===== src/rtl/lisnoc_pkg.sv =====
// Shared types for the LISNoC output buffer: flit type codes, packet FSM states, default widths.
package lisnoc_pkg;

  localparam int unsigned FLIT_DATA_WIDTH = 32;
  localparam int unsigned FLIT_TYPE_WIDTH = 2;
  localparam int unsigned FLIT_WIDTH      = FLIT_DATA_WIDTH + FLIT_TYPE_WIDTH;

  typedef enum logic [1:0] {
    FLIT_PAYLOAD = 2'b00,
    FLIT_HEADER  = 2'b01,
    FLIT_TAIL    = 2'b10,
    FLIT_SINGLE  = 2'b11
  } flit_type_e;

  typedef enum logic {
    ST_IDLE = 1'b0,
    ST_PKT  = 1'b1
  } pkt_state_e;

  // A flit that closes a packet: TAIL of a multi-flit packet or a SINGLE.
  function automatic logic is_pkt_end(input flit_type_e t);
    return (t == FLIT_TAIL) || (t == FLIT_SINGLE);
  endfunction

endpackage


===== src/rtl/lisnoc_pkt_checker.sv =====
// Packet framing tracker: follows HEADER..TAIL / SINGLE sequencing on accepted flits and
// raises a sticky proto_err on any out-of-order flit type.
module lisnoc_pkt_checker
  import lisnoc_pkg::*;
(
  input  logic       clk,
  input  logic       rst,
  input  logic       push,
  input  flit_type_e flit_type,
  output logic       proto_err
);

  pkt_state_e state;

  always_ff @(posedge clk) begin
    if (rst) begin
      state     <= ST_IDLE;
      proto_err <= 1'b0;
    end else if (push) begin
      case (state)
        ST_IDLE: begin
          case (flit_type)
            FLIT_HEADER: state <= ST_PKT;
            FLIT_SINGLE: state <= ST_IDLE;
            default: begin
              state     <= ST_IDLE;
              proto_err <= 1'b1;
            end
          endcase
        end
        ST_PKT: begin
          case (flit_type)
            FLIT_PAYLOAD: state <= ST_PKT;
            FLIT_TAIL:    state <= ST_IDLE;
            FLIT_HEADER: begin
              state     <= ST_PKT;
              proto_err <= 1'b1;
            end
            default: begin
              state     <= ST_IDLE;
              proto_err <= 1'b1;
            end
          endcase
        end
        default: state <= ST_IDLE;
      endcase
    end
  end

endmodule


===== src/rtl/lisnoc_output_fifo_buffer.sv =====
// LISNoC router output-port flit FIFO with packet counting and framing check.
// Optional LISNOC_OUTFIFO_BYPASS_EN: empty-queue flits pass straight through to the link.
module lisnoc_output_fifo_buffer
  import lisnoc_pkg::*;
#(
  parameter int unsigned flit_data_width = FLIT_DATA_WIDTH,
  parameter int unsigned flit_type_width = FLIT_TYPE_WIDTH,
  parameter int unsigned depth           = 4
) (
  input  logic                                       clk,
  input  logic                                       rst,
  input  logic [flit_data_width+flit_type_width-1:0] in_flit,
  input  logic                                       in_valid,
  output logic                                       in_ready,
  output logic [flit_data_width+flit_type_width-1:0] out_flit,
  output logic                                       out_valid,
  input  logic                                       out_ready,
  output logic [$clog2(depth+1)-1:0]                 packet_cnt,
  output logic                                       proto_err
);

  localparam int unsigned flit_width = flit_data_width + flit_type_width;
  localparam int unsigned idx_width  = $clog2(depth);
  localparam int unsigned ptr_width  = idx_width + 1;
  localparam int unsigned cnt_width  = $clog2(depth + 1);

  logic [flit_width-1:0] mem [depth];
  logic [ptr_width-1:0]  wr_ptr;
  logic [ptr_width-1:0]  rd_ptr;
  logic [idx_width-1:0]  wr_idx;
  logic [idx_width-1:0]  rd_idx;
  logic                  empty;
  logic                  full;
  logic                  accept;
  logic                  wr_en;
  logic                  rd_en;
  logic                  wr_end;
  logic                  rd_end;
  flit_type_e            in_type;
  flit_type_e            head_type;
  logic [flit_width-1:0] head_flit;

  assign wr_idx    = wr_ptr[idx_width-1:0];
  assign rd_idx    = rd_ptr[idx_width-1:0];
  assign empty     = (wr_ptr == rd_ptr);
  assign full      = (wr_idx == rd_idx) && (wr_ptr[ptr_width-1] != rd_ptr[ptr_width-1]);
  assign head_flit = mem[rd_idx];

  // Type codes live in the two lowest bits of the type field, directly above the payload.
  assign in_type   = flit_type_e'(in_flit[flit_data_width +: 2]);
  assign head_type = flit_type_e'(head_flit[flit_data_width +: 2]);

  assign in_ready = !rst && !full;
  assign accept   = in_valid && in_ready;
  assign rd_en    = !rst && !empty && out_ready;

`ifdef LISNOC_OUTFIFO_BYPASS_EN
  logic bypass;
  // An empty queue forwards the arriving flit; it is stored only if the link stalls.
  assign bypass    = accept && empty && out_ready;
  assign wr_en     = accept && !bypass;
  assign out_valid = !rst && (!empty || in_valid);
  assign out_flit  = empty ? in_flit : head_flit;
`else
  assign wr_en     = accept;
  assign out_valid = !rst && !empty;
  assign out_flit  = head_flit;
`endif

  assign wr_end = wr_en && is_pkt_end(in_type);
  assign rd_end = rd_en && is_pkt_end(head_type);

  always_ff @(posedge clk) begin
    if (wr_en) begin
      mem[wr_idx] <= in_flit;
    end
  end

  // Pointers carry one extra wrap bit so full and empty stay distinguishable.
  always_ff @(posedge clk) begin
    if (rst) begin
      wr_ptr     <= '0;
      rd_ptr     <= '0;
      packet_cnt <= '0;
    end else begin
      if (wr_en) begin
        wr_ptr <= wr_ptr + ptr_width'(1);
      end
      if (rd_en) begin
        rd_ptr <= rd_ptr + ptr_width'(1);
      end
      case ({wr_end, rd_end})
        2'b10:   packet_cnt <= packet_cnt + cnt_width'(1);
        2'b01:   packet_cnt <= packet_cnt - cnt_width'(1);
        default: packet_cnt <= packet_cnt;
      endcase
    end
  end

  // Framing follows every accepted flit, including ones that bypass storage.
  lisnoc_pkt_checker u_pkt_checker (
    .clk       (clk),
    .rst       (rst),
    .push      (accept),
    .flit_type (in_type),
    .proto_err (proto_err)
  );

endmodule


===== config.mk =====
export PLATFORM = sky130hd
export DESIGN_NAME = lisnoc_output_fifo_buffer
export DESIGN_NICKNAME = d
export VERILOG_FILES = /design/src/rtl/lisnoc_pkg.sv /design/src/rtl/lisnoc_pkt_checker.sv /design/src/rtl/lisnoc_output_fifo_buffer.sv
export SDC_FILE = /design/constraint.sdc
export NUM_CORES = 1
export LEC_CHECK = 0
export BUFFER_PORTS_ARGS = -buffer_cell sky130_fd_sc_hd__buf_4
export CAP_MARGIN = 15
export CORE_UTILIZATION = 53
export DETAILED_ROUTE_END_ITERATION = 6
export GPL_TIMING_DRIVEN = 0
export PLACE_DENSITY_LB_ADDON = 0.25
export RECOVER_POWER = 25
export SETUP_SLACK_MARGIN = 0.5
export SYNTH_ARGS = -nofsm -noshare
export SYNTH_HDL_FRONTEND = slang
export SYNTH_SLANG_ARGS = --single-unit

===== constraint.sdc =====
create_clock -name clk -period 2.69 [get_ports clk]
set_clock_uncertainty 0.1 [all_clocks]
set_input_delay 0.1345 -clock clk [delete_from_list [all_inputs] [get_ports clk]]
set_output_delay 0.1345 -clock clk [all_outputs]
set_load 0.01 [all_outputs]

Word-level counts from Yosys, hierarchy flattened
Memories as Yosys holds them, arrays and structs flattened. A register that Yosys moved wholly into a read port is not among the register bits.
Cells that the tools add are included.
- register bits: 11
- memories: 1
- word-level logic and storage cells: 52
- input port bits: 38
- bits in writable memories: 136
- memory list (memory ; depth ; width ; read ports ; clocked after Yosys merged registers in ; wr ports ; RTL line ; source):
    mem ; 4 ; 34 ; 1 ; 1 ; 1 ; lisnoc_output_fifo_buffer.sv:27 ; logic [flit_width-1:0] mem [depth];
- bitwise gates (word level): 1
- multiplexer cells: 11
- reduce and logical (&&, ||, !) cells: 18
- eq/ne operators: 12
- add/subtract/negate cells: 4
- operators with widths (kind ; number):
    equality test 2 bit, second input constant ; 5
    adder 3 x 1 -> 3 bit, second input constant ; 3
    logical AND 1 bit ; 7
    two-way mux 1 bit ; 6
    case mux 3 bit (2 select lines) ; 1
    OR reduction 2 bit ; 3
    equality test 2 x 1 -> 1 bit, second input constant ; 2
    two-way mux 2 bit ; 2
    != test 2 bit, second input constant ; 2
    case mux 1 bit (2 select lines) ; 2
    equality test 3 bit ; 1
    zero test 1 bit ; 3
    AND reduction 3 bit ; 1
    subtractor 3 x 1 -> 3 bit, second input constant ; 1
    equality test 2 bit ; 1
    zero test 2 bit ; 1
    logical OR 1 bit ; 2
    nonzero test 2 bit ; 1
    != test 1 bit ; 1
    NOT 1 bit ; 1

Depth between registers and ports, before layout
- word-level depth: 8
- gate-level depth with buffers: 10
- mapped depth without buffers: 9

Hierarchy
A second synthesis with hierarchy kept.
- cell total of the unflattened synthesis: 280
- area, all modules: 5759.3 um2
- by module, submodules not included (module ; times used ; area each (um2) ; cells each ; sequential area each (um2)):
    lisnoc_output_fifo_buffer ; 1 ; 5676.7 ; 272 ; 4304.1
    lisnoc_pkt_checker ; 1 ; 82.6 ; 8 ; 40.0

Least setup slack after synthesis
No wires, ideal clock.
- kind: register -> register
- from: reg wr_ptr[1]
- to: reg packet_cnt[2]
- setup time: 70 ps
- stages on the path, launching flop included: 11
- data required time: 2520 ps
- clock period less this slack: 2482 ps
- data arrival time: 2312 ps
- path slack: 208 ps
- path through: dfxtp_1 buf_4 xnor2_1 nand3_1 nand3_1 ha_1 inv_1 fa_1 xor2_1 or3_1 a21oi_1
- cells in the longest elaborated chain, start to end: 8
- RTL lines (item ; RTL line ; source):
    start: declaration ; lisnoc_output_fifo_buffer.sv:28 ; logic [ptr_width-1:0] wr_ptr;
    start signal: assignment ; lisnoc_output_fifo_buffer.sv:87 ; wr_ptr <= wr_ptr + ptr_width'(1);
    equality test 2 bit ; lisnoc_output_fifo_buffer.sv:46 ; assign full = (wr_idx == rd_idx) && (wr_ptr[ptr_width-1] != rd_ptr[ptr_width-1]);
    logical AND 1 bit ; lisnoc_output_fifo_buffer.sv:46 ;
    zero test 1 bit ; lisnoc_output_fifo_buffer.sv:53 ; assign in_ready = !rst && !full;
    logical AND 1 bit ; lisnoc_output_fifo_buffer.sv:53 ;
    logical AND 1 bit ; lisnoc_output_fifo_buffer.sv:54 ; assign accept = in_valid && in_ready;
    logical AND 1 bit ; lisnoc_output_fifo_buffer.sv:70 ; assign wr_end = wr_en && is_pkt_end(in_type);
    equality test 2 x 1 -> 1 bit / equality test 2 bit (equally long branches) ; lisnoc_output_fifo_buffer.sv:92 ; case ({wr_end, rd_end})
    case mux 3 bit (2 select lines) / nonzero test 2 bit (equally long branches) ; n/a ;
    end signal: assignment ; lisnoc_output_fifo_buffer.sv:93 ; 2'b10: packet_cnt <= packet_cnt + cnt_width'(1);
    end signal: assignment ; lisnoc_output_fifo_buffer.sv:94 ; 2'b01: packet_cnt <= packet_cnt - cnt_width'(1);
    end signal: assignment ; lisnoc_output_fifo_buffer.sv:95 ; default: packet_cnt <= packet_cnt;
    end: declaration ; lisnoc_output_fifo_buffer.sv:18 ; output logic [$clog2(depth+1)-1:0] packet_cnt,
Several ways; a longest one is shown, not always the timed one.
A chain may end at the register's enable or synchronous reset.

Worst setup path after layout
- from: reg rd_ptr[2]
- to: reg packet_cnt[2]
- cells in the longest elaborated chain, start to end: 8
- RTL lines (item ; RTL line ; source):
    start: declaration ; lisnoc_output_fifo_buffer.sv:29 ; logic [ptr_width-1:0] rd_ptr;
    start signal: assignment ; lisnoc_output_fifo_buffer.sv:90 ; rd_ptr <= rd_ptr + ptr_width'(1);
    != test 1 bit ; lisnoc_output_fifo_buffer.sv:46 ;
    logical AND 1 bit ; lisnoc_output_fifo_buffer.sv:46 ;
    zero test 1 bit ; lisnoc_output_fifo_buffer.sv:53 ;
    logical AND 1 bit ; lisnoc_output_fifo_buffer.sv:53 ;
    logical AND 1 bit ; lisnoc_output_fifo_buffer.sv:54 ;
    logical AND 1 bit ; lisnoc_output_fifo_buffer.sv:70 ;
    equality test 2 x 1 -> 1 bit / equality test 2 bit (equally long branches) ; lisnoc_output_fifo_buffer.sv:92 ;
    case mux 3 bit (2 select lines) / nonzero test 2 bit (equally long branches) ; n/a ;
Several ways; a longest one is shown, not always the timed one.

==> run_results.csv <==
group,metric,value,unit
timing,tightestPinTransition,0.9019,ns
final_layout,drive_above_1_share,36.84,%
global_routing,grt_overflow,0,
timing,postLayoutSetupSlackWorst,0.3214,ns
worst_setup_path,critPathMaxFanout,5,
synth,synth-edff-count,136,
worst_setup_path,crit_path_top_delay_cell,"dfxtp_1",
synth,synth_cell_type_count,36,
routing,first_iter_violations,148,
timing,relSlewSlack,39.87,%
worst_setup_path,endpoint_kind,"flip-flop",
global_routing,grtUsageMet2,35.20,%
placement,gp_congestion,0.8233,
synth,synth-seq-cells,149,
worst_setup_path,r2r_slack,0.32,ns
worst_setup_path,cp.required,3.04,ns
placement,post-place-ws,0.1428,ns
worst_setup_path,critPathLaunchType,"flip-flop",
cts,numCtsBuffers,17,
cts,clkLatencyLatePin,0.52,ns
floorplanning,start_util,55.15,%
power,swShare,24.68,%
synth,synth_top_area_cell,"edfxtp_1",
worst_setup_path,crit_arrival,2.72,ns
synth,yosys_warnings,0,
final_layout,nets,469,
synth,seq_area_frac_synth,75.28,%
hold_path,hold_class,"input pin to flip-flop",
worst_setup_path,r2r-end,"packet_cnt[2]",
placement,io_buffers,76,
global_routing,groute.layer.met1.usage,26.47,%
global_routing,top_usage_layer,"met2",
cts,cts_tree,"done",
synth,synth_area,5771,sq um
power,clkPwrFrac,34.3,%
final_layout,fillCellCount,656,
timing,fin_crit,2.369,ns
synth,synth_top_area_share,70.77,%
timing,rsz0062_at_grt,"yes",
routing,drc_errors,0,
power,p_leak,2.594,nW
global_routing,grt_antenna_before_repair,0,
power,p_comb_share,22.5,%
floorplanning,dieArea,11310,sq um
final_layout,final_cell_mix,"136 x edfxtp_1, 68 x buf_4, 36 x dlygate4sd3_1",
timing,fmax,422.2,MHz
cts,cts.sink_count,149,
floorplanning,core_area,10460,sq um
global_routing,grt_pass1_vias,3330,
routing,drt-total-wl,10.91,mm
synth,syn_area_per_cell,20.68,sq um
power,vdd_drop_max,475.5,uV
final_layout,fin_util,72.93,%
worst_setup_path,crit_chain,"xor2_4 > nand3_2 > nand3_1 > ha_2 > inv_2 > fa_2 > xor2_1 > or3_1 > a21oi_2",
final_layout,layout_commonest_cell,"edfxtp_1",
cts,clockRootBuffer,"clkbuf_8",
synth,synthCells,279,
timing,slew_viol_final,0,
power,p_seq_share,43.2,%
global_routing,track_usage,20.95,%
timing,fin_crit_sh,88.05,%
floorplanning,die_w,106.3,microns
worst_setup_path,timing.rr.start,"rd_ptr[2]",
routing,via_count,3176,
worst_setup_path,worstRegToRegCells,9,
worst_setup_path,path_class,"flip-flop to flip-flop",
timing,hold_viol,0,
routing,avgViaCountPerCell,5.543,
floorplanning,row_count,37,
global_routing,grt_pass1_wl,17.10,mm
routing,drt_first_pass_iters,4,
final_layout,area_growth,32.22,%
power,switchingPower,1.577,mW
synth,synth_flop_cell,"edfxtp_1",
placement,dpl.hpwl,6.049,mm
timing,finalSetupViolCount,0,
timing,fin_tns_setup,0,ns
routing,ant_nets,0,
worst_setup_path,slowest_delay,0.48,ns
worst_setup_path,cp-endpoint,"packet_cnt[2]",
floorplanning,die_y,106.3,microns
status,status,"complete, no violations",
global_routing,grt_start_max_net_pins,35,
cts,h-tree-depth,4,
run,drv_cap,0,
synth,async_reset_ff_share,0,%
final_layout,n_antenna_cell,0,
worst_setup_path,crit_path_start,"rd_ptr[2]",
synth,synthesis.nets,324,
floorplanning,io_pins,78,
synth,yosys-top-cells-area,"edfxtp_1 71%, mux4_2 13%, dfxtp_1 4.5%, ha_1 1.3%, xor2_2 0.85%",
routing,wire_per_inst,19.04,microns
power,internal-power,4.812,mW
global_routing,grt_use_met3,5.150,%
cts,clk_pin_slew,0.06,ns
cts,clockBufferDepth,2,
power,power.density,837.3,nW/um^2
==> power groups by stage <==
stage | registers, mW | logic (mW) | clock network, mW
2_1_floorplan | 2.78 | 0.746 | 0
3_3_place_gp | 2.79 | 1.21 | 0
3_5_place_dp | 2.79 | 1.23 | 0
4_1_cts | 2.76 | 1.35 | 2.22
5_1_grt | 2.77 | 1.54 | 2.32
6_report | 2.76 | 1.44 | 2.19
==> through the flow <==
| stage | instances | instance area [sq um] | hold slack, ns | total power, mW |
|---|---|---|---|---|
| 5_1_grt | 573 | 7630 | 0.1382 | 6.634 |
| 2_1_floorplan | 279 | 5809 | 0.1334 | 3.525 |
| 4_1_cts | 568 | 7597 | 0.06151 | 6.337 |
| 6_report | 573 | 7630 | 0.09865 | 6.388 |
| 3_3_place_gp | 491 | 6550 | 0.2340 | 3.995 |
| 3_5_place_dp | 491 | 6554 | 0.2369 | 4.018 |
==> final cells by class <==
class	instances	area [sq um]	area share, %
sequential	149	4357	57.10
multi-input combinational	109	1433	18.78
timing repair buffer	126	969.7	12.71
clock buffer	23	446.7	5.854
tap	136	170.2	2.230
buffer	11	110.1	1.443
clock inverter	9	106.4	1.394
inverter	10	37.54	0.4920
==> sequential cells by signal, summed over array words and instances, names as in the netlist, named ones only <==
| name | cells |
|---|---|
| rd_ptr | 3 |
| packet_cnt | 3 |
| u_pkt_checker.proto_err | 1 |
| u_pkt_checker.state | 1 |
| wr_ptr | 3 |
| mem | 136 |
==> cells in the mapped netlist (5+ instances only) <==
cell type  number
nand3_1         7
dfxtp_1        13
o21ai_0         6
mux4_2         34
inv_1          10
nand4_1         6
nor2_1          6
clkbuf_1        5
edfxtp_1      136
ha_1            6
==> critical path, delay by kind of cell, from the launching register on <==
kind | cells | cell delay, ns
fa+ha+maj | 2 | 0.53
flops | 1 | 0.48
buf+inv | 1 | 0.04
xor+xnor | 2 | 0.40
compound gates | 1 | 0.13
simple gates | 3 | 0.63
==> metal layers <==
layer	vias to the layer above	routed length, microns
met3	13	409
met5	-	0
met2	103	5806
met1	1602	4510
li1	1458	-
met4	0	184
==> worst min path at each step <==
| stage | from | end | slack, ns | cells past startpoint |
|---|---|---|---|---|
| after floorplan | in_flit[0] | mem[0][0] | 0.13 | 0 |
| after global placement | in_flit[30] | mem[2][30] | 0.23 | 1 |
| after detailed placement | in_flit[18] | mem[0][18] | 0.24 | 1 |
| after CTS | rst | wr_ptr[2] | 0.06 | 4 |
| after global routing | rst | wr_ptr[2] | 0.14 | 4 |
| final | rst | wr_ptr[2] | 0.1 | 4 |
==> what timing repair did <==
item / 4_1_cts / 5_1_grt
setup endpoints to repair: 168 / 148
gates resized for setup: 15 / 21
buffers inserted: 9 / 5
hold buffers: 36 / 0
cloned: 0 / 0
endpoints found under the hold margin: 146 / 0
pin swaps: 7 / 3
==> kinds of logic after synthesis <==
family,synth area share [%]
AO/OA/AOI/OAI,2.775
buffers and inverters,1.518
XOR/XNOR,1.887
AND/OR/NAND/NOR,3.621
flip-flops,75.28
multiplexers,13.27
adder cells (fa/ha/maj),1.648
No activity file was read; power rests on OpenSTA's default activity.
